File: config.mk
export PLATFORM = sky130hd
export DESIGN_NAME = sparc_exu_ecl_ccrwb_flat
export DESIGN_NICKNAME = d
export VERILOG_FILES = /design/src/rtl/sparc_exu_ecl_ccrwb_pkg.sv /design/src/rtl/sparc_exu_ecl_ccrwb_if.sv /design/src/rtl/sparc_exu_ecl_ccrwb_rr_arb4.sv /design/src/rtl/sparc_exu_ecl_ccrwb.sv /design/src/flat_wrapper.sv
export SDC_FILE = /design/constraint.sdc
export NUM_CORES = 1
export LEC_CHECK = 0
export CAP_MARGIN = 30
export CORE_MARGIN = 10
export CORE_UTILIZATION = 49
export CTS_CLUSTER_DIAMETER = 30
export DETAILED_ROUTE_END_ITERATION = 10
export PLACE_DENSITY = 0.75
export SETUP_SLACK_MARGIN = 0.1
export SLEW_MARGIN = 20
export SYNTH_ARGS = -nofsm -noshare
export SYNTH_HDL_FRONTEND = slang
export SYNTH_SLANG_ARGS = --single-unit
File: constraint.sdc
create_clock -name clk -period 2.8 [get_ports clk]
set_input_delay 0.56 -clock clk [delete_from_list [all_inputs] [get_ports clk]]
set_output_delay 0.56 -clock clk [all_outputs]
set_load 0.01 [all_outputs]
File: src/rtl/sparc_exu_ecl_ccrwb_pkg.sv
// Shared definitions for the CCR write-back staging block and the CCR store.
//   NTHR / CCW        : thread count and condition-code width
//   XCC_* / ICC_*     : field offsets inside a {xcc, icc} CC word
//   thr_dec / thr_inc : thread-id decode to one-hot, and wrap-around increment
package sparc_exu_ecl_ccrwb_pkg;

    localparam int unsigned NTHR   = 4;
    localparam int unsigned CCW    = 8;
    localparam int unsigned THRW   = 2;

    localparam int unsigned XCC_HI = 7;
    localparam int unsigned XCC_LO = 4;
    localparam int unsigned ICC_HI = 3;
    localparam int unsigned ICC_LO = 0;

    typedef logic [THRW-1:0] thr_t;
    typedef logic [NTHR-1:0] thr_vec_t;
    typedef logic [CCW-1:0]  cc_t;

    function automatic thr_vec_t thr_dec(input thr_t t);
        thr_vec_t v;
        v    = '0;
        v[t] = 1'b1;
        return v;
    endfunction

    // Wraps modulo NTHR because THRW bits cover exactly NTHR threads.
    function automatic thr_t thr_inc(input thr_t t);
        return t + thr_t'(1);
    endfunction

endpackage

File: src/rtl/sparc_exu_ecl_ccrwb_if.sv
// Condition-code write-back bus between the divide control, this staging block
// and the CCR store.
//   divcntl_wb_req/thr/cc : long-latency CC result arriving from divide control
//   wb_ccr_busy           : W2 slot of the CCR write port is taken this cycle
//   wb_ccr_setcc_g/thr_g  : G-stage W2 write request toward the CCR store
//   divcntl_ccr_cc_w2     : W2-stage CC data, one cycle after setcc_g
// slave is the staging block's view; master is the environment's view.
interface sparc_exu_ecl_ccrwb_if import sparc_exu_ecl_ccrwb_pkg::*; ();

    logic divcntl_wb_req;
    thr_t divcntl_wb_thr;
    cc_t  divcntl_wb_cc;
    logic wb_ccr_busy;
    logic wb_ccr_setcc_g;
    thr_t wb_ccr_thr_g;
    cc_t  divcntl_ccr_cc_w2;

    modport slave (
        input  divcntl_wb_req, divcntl_wb_thr, divcntl_wb_cc, wb_ccr_busy,
        output wb_ccr_setcc_g, wb_ccr_thr_g, divcntl_ccr_cc_w2
    );

    modport master (
        output divcntl_wb_req, divcntl_wb_thr, divcntl_wb_cc, wb_ccr_busy,
        input  wb_ccr_setcc_g, wb_ccr_thr_g, divcntl_ccr_cc_w2
    );

endinterface

File: src/rtl/sparc_exu_ecl_ccrwb_rr_arb4.sv
// Four-requester round-robin arbiter with an external priority pointer.
//   req     : per-thread request vector
//   ptr     : thread with highest priority this cycle
//   gnt     : one-hot grant
//   gnt_enc : encoded grant (0 when nothing granted)
//   vld     : a grant was issued
module sparc_exu_rr_arb4 import sparc_exu_ecl_ccrwb_pkg::*; (
    input  thr_vec_t req,
    input  thr_t     ptr,
    output thr_vec_t gnt,
    output thr_t     gnt_enc,
    output logic     vld
);

    thr_t idx;

    // Walk ptr, ptr+1, ... (mod NTHR) and take the first requester.
    always_comb begin
        gnt     = '0;
        gnt_enc = '0;
        vld     = 1'b0;
        idx     = '0;
        for (int unsigned i = 0; i < NTHR; i++) begin
            idx = ptr + thr_t'(i);
            if (!vld && req[idx]) begin
                vld      = 1'b1;
                gnt_enc  = idx;
                gnt[idx] = 1'b1;
            end
        end
    end

endmodule

File: src/rtl/sparc_exu_ecl_ccrwb.sv
// Holds long-latency condition-code results (divide/multiply xcc/icc), one entry
// per thread, until the CCR write port's W2 slot is free, then issues them to the
// CCR store one per cycle in round-robin order.
//   clk, rst          : core clock, asynchronous active-high reset
//   ccr_if (slave)    : result input, busy, G-stage request and W2 data
//   ifu_exu_flush_thr : per-thread kill of the pending entry
//   ccrwb_pend        : per-thread entry occupied (registered)
//   ccrwb_ovf         : one-cycle pulse, a result was dropped on an occupied entry
module sparc_exu_ecl_ccrwb import sparc_exu_ecl_ccrwb_pkg::*; (
    input  logic                        clk,
    input  logic                        rst,
    sparc_exu_ecl_ccrwb_if.slave        ccr_if,
    input  thr_vec_t                    ifu_exu_flush_thr,
    output thr_vec_t                    ccrwb_pend,
    output logic                        ccrwb_ovf
);

    thr_vec_t pend;
    thr_vec_t elig;
    thr_vec_t arb_req;
    thr_vec_t gnt_oh;
    thr_vec_t req_oh;
    thr_vec_t load;
    thr_vec_t drop;
    thr_t     rr_ptr;
    thr_t     gnt_enc;
    logic     gnt_vld;
    cc_t      cc_q [NTHR];
    cc_t      cc_w2_q;
    logic     ovf_q;

    // Eligibility comes only from the pend flops, so a result can never be
    // granted in the cycle it arrives.
    assign elig    = pend & ~ifu_exu_flush_thr;
    assign arb_req = ccr_if.wb_ccr_busy ? '0 : elig;

    sparc_exu_rr_arb4 u_arb (
        .req     (arb_req),
        .ptr     (rr_ptr),
        .gnt     (gnt_oh),
        .gnt_enc (gnt_enc),
        .vld     (gnt_vld)
    );

    // An occupied entry accepts a new result only if it drains this cycle;
    // a flush to the same thread kills the request without an overflow.
    assign req_oh = ccr_if.divcntl_wb_req ? thr_dec(ccr_if.divcntl_wb_thr) : '0;
    assign load   = req_oh & ~ifu_exu_flush_thr & (~pend | gnt_oh);
    assign drop   = req_oh & ~ifu_exu_flush_thr & pend & ~gnt_oh;

    always_ff @(posedge clk or posedge rst) begin
        if (rst) begin
            pend    <= '0;
            rr_ptr  <= '0;
            cc_w2_q <= '0;
            ovf_q   <= 1'b0;
        end else begin
            pend  <= (pend & ~gnt_oh & ~ifu_exu_flush_thr) | load;
            ovf_q <= |drop;
            if (gnt_vld) begin
                rr_ptr  <= thr_inc(gnt_enc);
                cc_w2_q <= cc_q[gnt_enc];
            end
        end
    end

    // Entry data is qualified by pend, so it needs no reset.
    always_ff @(posedge clk) begin
        for (int unsigned t = 0; t < NTHR; t++) begin
            if (load[t]) begin
                cc_q[t] <= ccr_if.divcntl_wb_cc;
            end
        end
    end

    assign ccr_if.wb_ccr_setcc_g    = gnt_vld;
    assign ccr_if.wb_ccr_thr_g      = gnt_vld ? gnt_enc : '0;
    assign ccr_if.divcntl_ccr_cc_w2 = cc_w2_q;
    assign ccrwb_pend               = pend;
    assign ccrwb_ovf                = ovf_q;

endmodule

File: src/flat_wrapper.sv
// flat-port wrapper written by rule: the top's interface ports become plain ports
module sparc_exu_ecl_ccrwb_flat import sparc_exu_ecl_ccrwb_pkg::*;
  (clk, rst, ifu_exu_flush_thr, ccrwb_pend, ccrwb_ovf, ccr_if_divcntl_wb_req, ccr_if_divcntl_wb_thr, ccr_if_divcntl_wb_cc, ccr_if_wb_ccr_busy, ccr_if_wb_ccr_setcc_g, ccr_if_wb_ccr_thr_g, ccr_if_divcntl_ccr_cc_w2);
  sparc_exu_ecl_ccrwb_if ccr_if_i ();
  input  logic clk;
  input  logic rst;
  input  thr_vec_t ifu_exu_flush_thr;
  output thr_vec_t ccrwb_pend;
  output logic ccrwb_ovf;
  input wire logic [$bits(ccr_if_i.divcntl_wb_req)-1:0] ccr_if_divcntl_wb_req;
  input wire logic [$bits(ccr_if_i.divcntl_wb_thr)-1:0] ccr_if_divcntl_wb_thr;
  input wire logic [$bits(ccr_if_i.divcntl_wb_cc)-1:0] ccr_if_divcntl_wb_cc;
  input wire logic [$bits(ccr_if_i.wb_ccr_busy)-1:0] ccr_if_wb_ccr_busy;
  output wire logic [$bits(ccr_if_i.wb_ccr_setcc_g)-1:0] ccr_if_wb_ccr_setcc_g;
  output wire logic [$bits(ccr_if_i.wb_ccr_thr_g)-1:0] ccr_if_wb_ccr_thr_g;
  output wire logic [$bits(ccr_if_i.divcntl_ccr_cc_w2)-1:0] ccr_if_divcntl_ccr_cc_w2;
  assign ccr_if_i.divcntl_wb_req = ccr_if_divcntl_wb_req;
  assign ccr_if_i.divcntl_wb_thr = ccr_if_divcntl_wb_thr;
  assign ccr_if_i.divcntl_wb_cc = ccr_if_divcntl_wb_cc;
  assign ccr_if_i.wb_ccr_busy = ccr_if_wb_ccr_busy;
  assign ccr_if_wb_ccr_setcc_g = ccr_if_i.wb_ccr_setcc_g;
  assign ccr_if_wb_ccr_thr_g = ccr_if_i.wb_ccr_thr_g;
  assign ccr_if_divcntl_ccr_cc_w2 = ccr_if_i.divcntl_ccr_cc_w2;
  sparc_exu_ecl_ccrwb u_core (.clk(clk), .rst(rst), .ccr_if(ccr_if_i), .ifu_exu_flush_thr(ifu_exu_flush_thr), .ccrwb_pend(ccrwb_pend), .ccrwb_ovf(ccrwb_ovf));
endmodule
-- Yosys cells after proc, flatten, opt, wreduce, memory -nomap -nowiden
Memories as Yosys holds them, arrays and structs flattened. A register that Yosys moved wholly into a read port is not among the register bits.
Index checks and enable logic that the tools add are counted.
- add/sub/neg operators: 4
- div/mod/pow operators: 0
- eq/ne operators: 0
- mux-type cells: 50
- order comparisons: 10
- reductions and logical operators: 15
- bitwise operators: 15
- multipliers: 0
- shift-type cells: 0
- operators with widths (cell ; count):
    $and 4x4->4 ; 7
    $mux 1 ; 24
    $mux 4 ; 6
    $mux 8 ; 3
    $reduce_or 8->1 ; 3
    $or 4x4->4 ; 5
    $mux 2 ; 8
    $lt 2x3->1 const B ; 5
    $not 4->4 ; 3
    $demux 1 s2 ; 5
    $ge 2x1->1 const B ; 5
    $bmux 1 s2 ; 4
    $logic_and 1x1->1 ; 8
    $add 2x1->2 const B ; 2
    $add 2x2->2 const B ; 2
    $reduce_or 4->1 ; 1
    $logic_not 1->1 ; 3
- word-level logic and storage cells: 98
- RAM bits: 32
- memories kept: 1
- input port bits: 18
- output and inout bits: 16
- ROM bits: 0
- latch bits: 0
- register bits after elaboration: 7
- memory list (memory ; words ; width ; read ports ; clocked after memory_dff ; write ports ; RTL line ; source):
    u_core.cc_q ; 4 ; 8 ; 1 ; 1 ; 1 ; sparc_exu_ecl_ccrwb.sv:28 ; cc_t cc_q [NTHR];

-- Longest topological paths before layout
- depth after elaboration: 23
- mapped depth: 10
- mapped depth without buffers: 9

-- Cells and area by module
From an unflattened synthesis, not the netlist that was laid out.
- cell total of the unflattened synthesis: 171
- area, all modules: 2377.3 sq um
- modules (own cells, without submodules) (module ; cells each ; sequential area each (sq um) ; times used ; area each (sq um)):
    sparc_exu_ecl_ccrwb ; 126 ; 1336.3 ; 1 ; 1955.6
    sparc_exu_rr_arb4 ; 45 ; 0.0 ; 1 ; 421.7

-- Least setup slack after synthesis
OpenSTA, ideal clock, no wires.
- kind: register to register
- start: register u_core.rr_ptr[0]
- end: memory u_core.cc_q[3][0] in the netlist's numbering, enable pin
- stages on the path, launching flop included: 8
- library setup time: 0.386 ns
- arrival time: 2.756 ns
- path buffers: 0
- data required time: 2.414 ns
- path slack: -0.342 ns
- period minus slack after synthesis: 3.142 ns
- cells stage by stage: dfrtp_1 -> inv_1 -> ha_1 -> mux4_2 -> nand3b_1 -> a21o_1 -> o311a_1 -> a211oi_1
- elaborated cells between the ends (all ways): 66
- classes of those cells: add/sub: 3; order compare: 8; mux: 37; bitwise: 5; reduce/logical: 13
- RTL lines (what ; RTL line ; source):
    start, declared ; sparc_exu_ecl_ccrwb.sv:25 ; thr_t rr_ptr;
    start signal, assigned ; sparc_exu_ecl_ccrwb.sv:61 ; rr_ptr <= thr_inc(gnt_enc);
    parallel branches: the longest is 11 deep, another holds $lt 2x3->1 ; -- ;
    $mux 4 * ; sparc_exu_ecl_ccrwb_rr_arb4.sv:25 ; if (!vld && req[idx]) begin
    $or 4x4->4 * ; sparc_exu_ecl_ccrwb.sv:48 ; assign load = req_oh & ~ifu_exu_flush_thr & (~pend | gnt_oh);
    $and 4x4->4 * ; sparc_exu_ecl_ccrwb.sv:48 ;
    named net u_core.load[3] ; sparc_exu_ecl_ccrwb.sv:23 ; thr_vec_t load;
    $mux 1 * ; sparc_exu_ecl_ccrwb.sv:70 ; if (load[t]) begin
    $mux 1 (not written as such) * ; sparc_exu_ecl_ccrwb.sv:71 ; cc_q[t] <= ccr_if.divcntl_wb_cc;
    $reduce_or 8->1 (no source line) ; -- ;
    $mux 2 (no source line) / $mux 1 (equally long branches) ; -- ;
    end, declared ; sparc_exu_ecl_ccrwb.sv:28 ;
Mark *: on every way through the listed nets, which the timed path passes. The select of a mux whose other input is x is not followed.

-- Final worst setup path
- start: register u_core.rr_ptr[0]
- end: output port ccr_if_wb_ccr_thr_g[0]
- cells in the longest elaborated chain, start to end: 13
- elaborated cells between the ends (all ways): 26
- classes of those cells: add/sub: 3; mux: 17; reduce/logical: 6
- RTL lines (what ; RTL line ; source):
    parallel branches: the longest is 12 deep, another holds $add 2x1->2 ; -- ;
    $mux 2 * ; sparc_exu_ecl_ccrwb.sv:77 ; assign ccr_if.wb_ccr_thr_g = gnt_vld ? gnt_enc : '0;
    end, declared ; flat_wrapper.sv:15 ; output wire logic [$bits(ccr_if_i.wb_ccr_thr_g)-1:0] ccr_if_wb_ccr_thr_g;
Mark *: on every way between the ends. The select of a mux whose other input is x is not followed.

==> impl_metrics.tcl <==
set metrics [dict create \
    outcome "complete, but fails checks" \
    violations "setup timing" \
    critPathLaunchType "register" \
    clock_latency_ps 300 \
    ant_nets 0 \
    maxCapViolCount 0 \
    power_density_mw_per_mm2 710.7 \
    synth_top_area_cell "edfxtp_1" \
    timing.rr.end "u_core.ccr_if.divcntl_ccr_cc_w2[1]" \
    min-delay-start "u_core.ccr_if.divcntl_ccr_cc_w2[7]" \
    final-hold-violation-count 0 \
    placed_cell_area_mm2 0.003267 \
    wirelength_um 6322 \
    hold_class "reg -> reg" \
    dr.first_iter.drc_count 114 \
    hold_end "u_core.ccr_if.divcntl_ccr_cc_w2[7]" \
    yosys.cell_types.count 46 \
    drive_above_1_share_pct 36.27 \
    yosys_warnings 0 \
    layout.nets 320 \
    grt_usage_pct 15.07 \
    drtPass1Iterations 4 \
    rows 25 \
    yosys.area.top_type_share_pct 38.87 \
    synthCells 204 \
    fmax_mhz 331.7 \
    reg2reg_slack_ps -160 \
    syn_avg_cell_area_um2 12.12 \
    cp-end-kind "output pin" \
    routed_via_density 5.337 \
    yosysMostFrequentCell "edfxtp_1" \
    post-route-cell-area_mm2 0.003598 \
    clock_sinks 47 \
    syn_to_final_growth_pct 45.55 \
    ys_seq_area_share_pct 54.05 \
    setup_viol_count_final 33 \
    grt_pass1_vias 1939 \
    numCtsBuffers 5 \
    drcViolationCount 0 \
    cts_hold_buf 0 \
    n_antenna_cell 0 \
    final_core_util_pct 74.70 \
    antenna_found_initial 0 \
    synthFlopType "edfxtp_1" \
    cp_max_fo 2 \
    io_pins 34 \
    ys_top_cells_by_count "edfxtp_1, nor2_1, dfrtp_1" \
    period_minus_slack_ps 3015 \
    synth_area_mm2 0.002472 \
    dieHeight_um 91.03 \
    worstPathRequired_ps 2240 \
    synth_edf_count 32 \
    timing.setup.critical_path_class "reg -> out" \
    setup_slack_ps -214.7 \
    r2r_cells 11 \
    synth_area_leaders "edfxtp_1, dfrtp_1, mux2i_1, ha_1, nor2_1" \
    die_w_um 91.03 \
    vdd_ir_drop_max_mv 0.5760 \
    timing.slew.headroom_pct 55.35 \
    grt_max_degree 17 \
    synthArstFlopShare_pct 31.91 \
    cts-root-buf "clkbuf_8" \
    skew_ps 11.53 \
    gp_congestion 0.8983 \
    rsz0062_at_grt "true" \
    cts_tree "done" \
    start_util_pct 51.32 \
    h-tree-depth 2 \
    hold_depth 2 \
    vias 1932 \
    regToRegStartpoint "u_core.rr_ptr[0]" \
    maxSlewViolCount 0 \
    post-dp-hpwl_um 4488 \
    max-clock-path-buffers 2 \
    nFillCells 325 \
    overflow 0 \
    p_leak_nw 1.449 \
    clk_pin_slew_ps 90 \
    worst_pin_slew_ps 669.1 \
    syn_nets 230 \
    grt_pass1_wl_um 10060 \
    die_area_mm2 0.008286 \
    wl_per_cell_um 17.46 \
    fin_crit_sh_pct 107.7 \
    coreArea_mm2 0.004817 \
    ys_seq_elements 47 \
    io_buffers 33 \
    cp.arrival_ps 2450 \
]
[layer usage]
| metal | track usage [%] | up-vias | share of wire [%] |
|---|---|---|---|
| li1 | - | 934 | - |
| met1 | 17.82 | 931 | 40 |
| met2 | 25.84 | 59 | 53 |
| met3 | 3.786 | 8 | 5.7 |
| met4 | 5.483 | 0 | 1.9 |
| met5 | 0 | - | 0 |
[cell type report]
class	instances	area (µm²)	share of cell area, %
Clock inverter	1	8.758	0.2434
Clock buffer	7	86.33	2.399
Tap cell	67	83.83	2.330
Inverter	12	52.55	1.460
Sequential cell	47	1339	37.20
Timing Repair Buffer	87	799.5	22.22
Multi-Input combinational cell	141	1229	34.14
[through the flow]
step | hold slack [ps] | cells | TNS, ps | setup slack (ps) | power (W)
after floorplan | 461.3 | 204 | -112.6 | -94.44 | 0.001516
after global routing | 529.5 | 362 | -6268 | -260.5 | 0.002711
final | 504.6 | 362 | -3637 | -214.7 | 0.002557
after detailed placement | 479.0 | 342 | -22020 | -704.9 | 0.001974
after CTS | 507.1 | 355 | -467.3 | -200.4 | 0.002443
after global placement | 494.9 | 342 | -20430 | -687.0 | 0.001956
[critical path, cell delays in order, from the launching register on]
cell	delay, ps
dfrtp_2	400
inv_4	40
ha_4	270
mux4_2	520
or2_4	260
a21oi_4	200
mux2i_4	300
inv_4	40
buf_6	120
[worst max-delay path by stage]
stage | from | slack, ps | end
floorplan | u_core.rr_ptr[0] | -90 | ccr_if_wb_ccr_thr_g[0]
global placement | ifu_exu_flush_thr[0] | -690 | ccr_if_wb_ccr_thr_g[0]
detailed placement | ifu_exu_flush_thr[0] | -700 | ccr_if_wb_ccr_thr_g[0]
CTS | u_core.rr_ptr[0] | -200 | ccr_if_wb_ccr_thr_g[0]
global route | u_core.rr_ptr[0] | -260 | ccr_if_wb_ccr_thr_g[0]
finish | u_core.rr_ptr[0] | -210 | ccr_if_wb_ccr_thr_g[0]
[placed cells by master (no fill, tap or decap), drive strengths merged, types with 2 or more instances in the layout]
master         instances
a211oi                 8
a21o                   3
a21oi                 10
buf                   55
clkbuf                 8
clkdlybuf4s50         26
dfrtp                 15
dlygate4sd2            5
edfxtp                32
ha                     8
inv                   12
mux2                   5
mux2i                 13
mux4                   3
nand2                 11
nand2b                 8
nand3                  5
nand3b                 3
nand4                  3
nor2                  25
nor2b                  8
nor3b                  3
o211ai                 2
o21ai                  3
o221ai                 3
o311a                  2
or2                    3
xnor2                  2
[power by group]
group          total (W)  switching [W]  internal (W)  leakage [nW]
Sequential      0.000886      0.0000534      0.000833         0.472
Clock           0.000427       0.000223      0.000204        0.0489
Combinational    0.00124       0.000588      0.000655         0.928
[repair_timing]
item	CTS	global route
endpoints found under the hold margin	0	0
endpoints found under the setup margin	45	42
buffers inserted	5	8
pin swaps	5	12
resized for setup	24	17
[registers in the layout (all words and copies together), names as in the netlist]
signal,cells
u_core.ccrwb_pend,4
u_core.cc_q,32
u_core.rr_ptr,2
u_core.ccr_if.divcntl_ccr_cc_w2,8
u_core.ccrwb_ovf,1
[cells by family (layout without fill, tap and decap cells)]
group | after synthesis | count (layout) | synth area share [%]
xor gates and xnor gates | 2 | 2 | 1.012
buffers and inverters | 16 | 107 | 2.885
AOI/OAI and AO/OA | 38 | 38 | 11.64
muxes | 21 | 21 | 10.73
adders and majority gates | 8 | 8 | 4.049
and+or+nand+nor | 72 | 72 | 15.64
DFF | 47 | 47 | 54.05
Power figures use the tool's default switching activity.
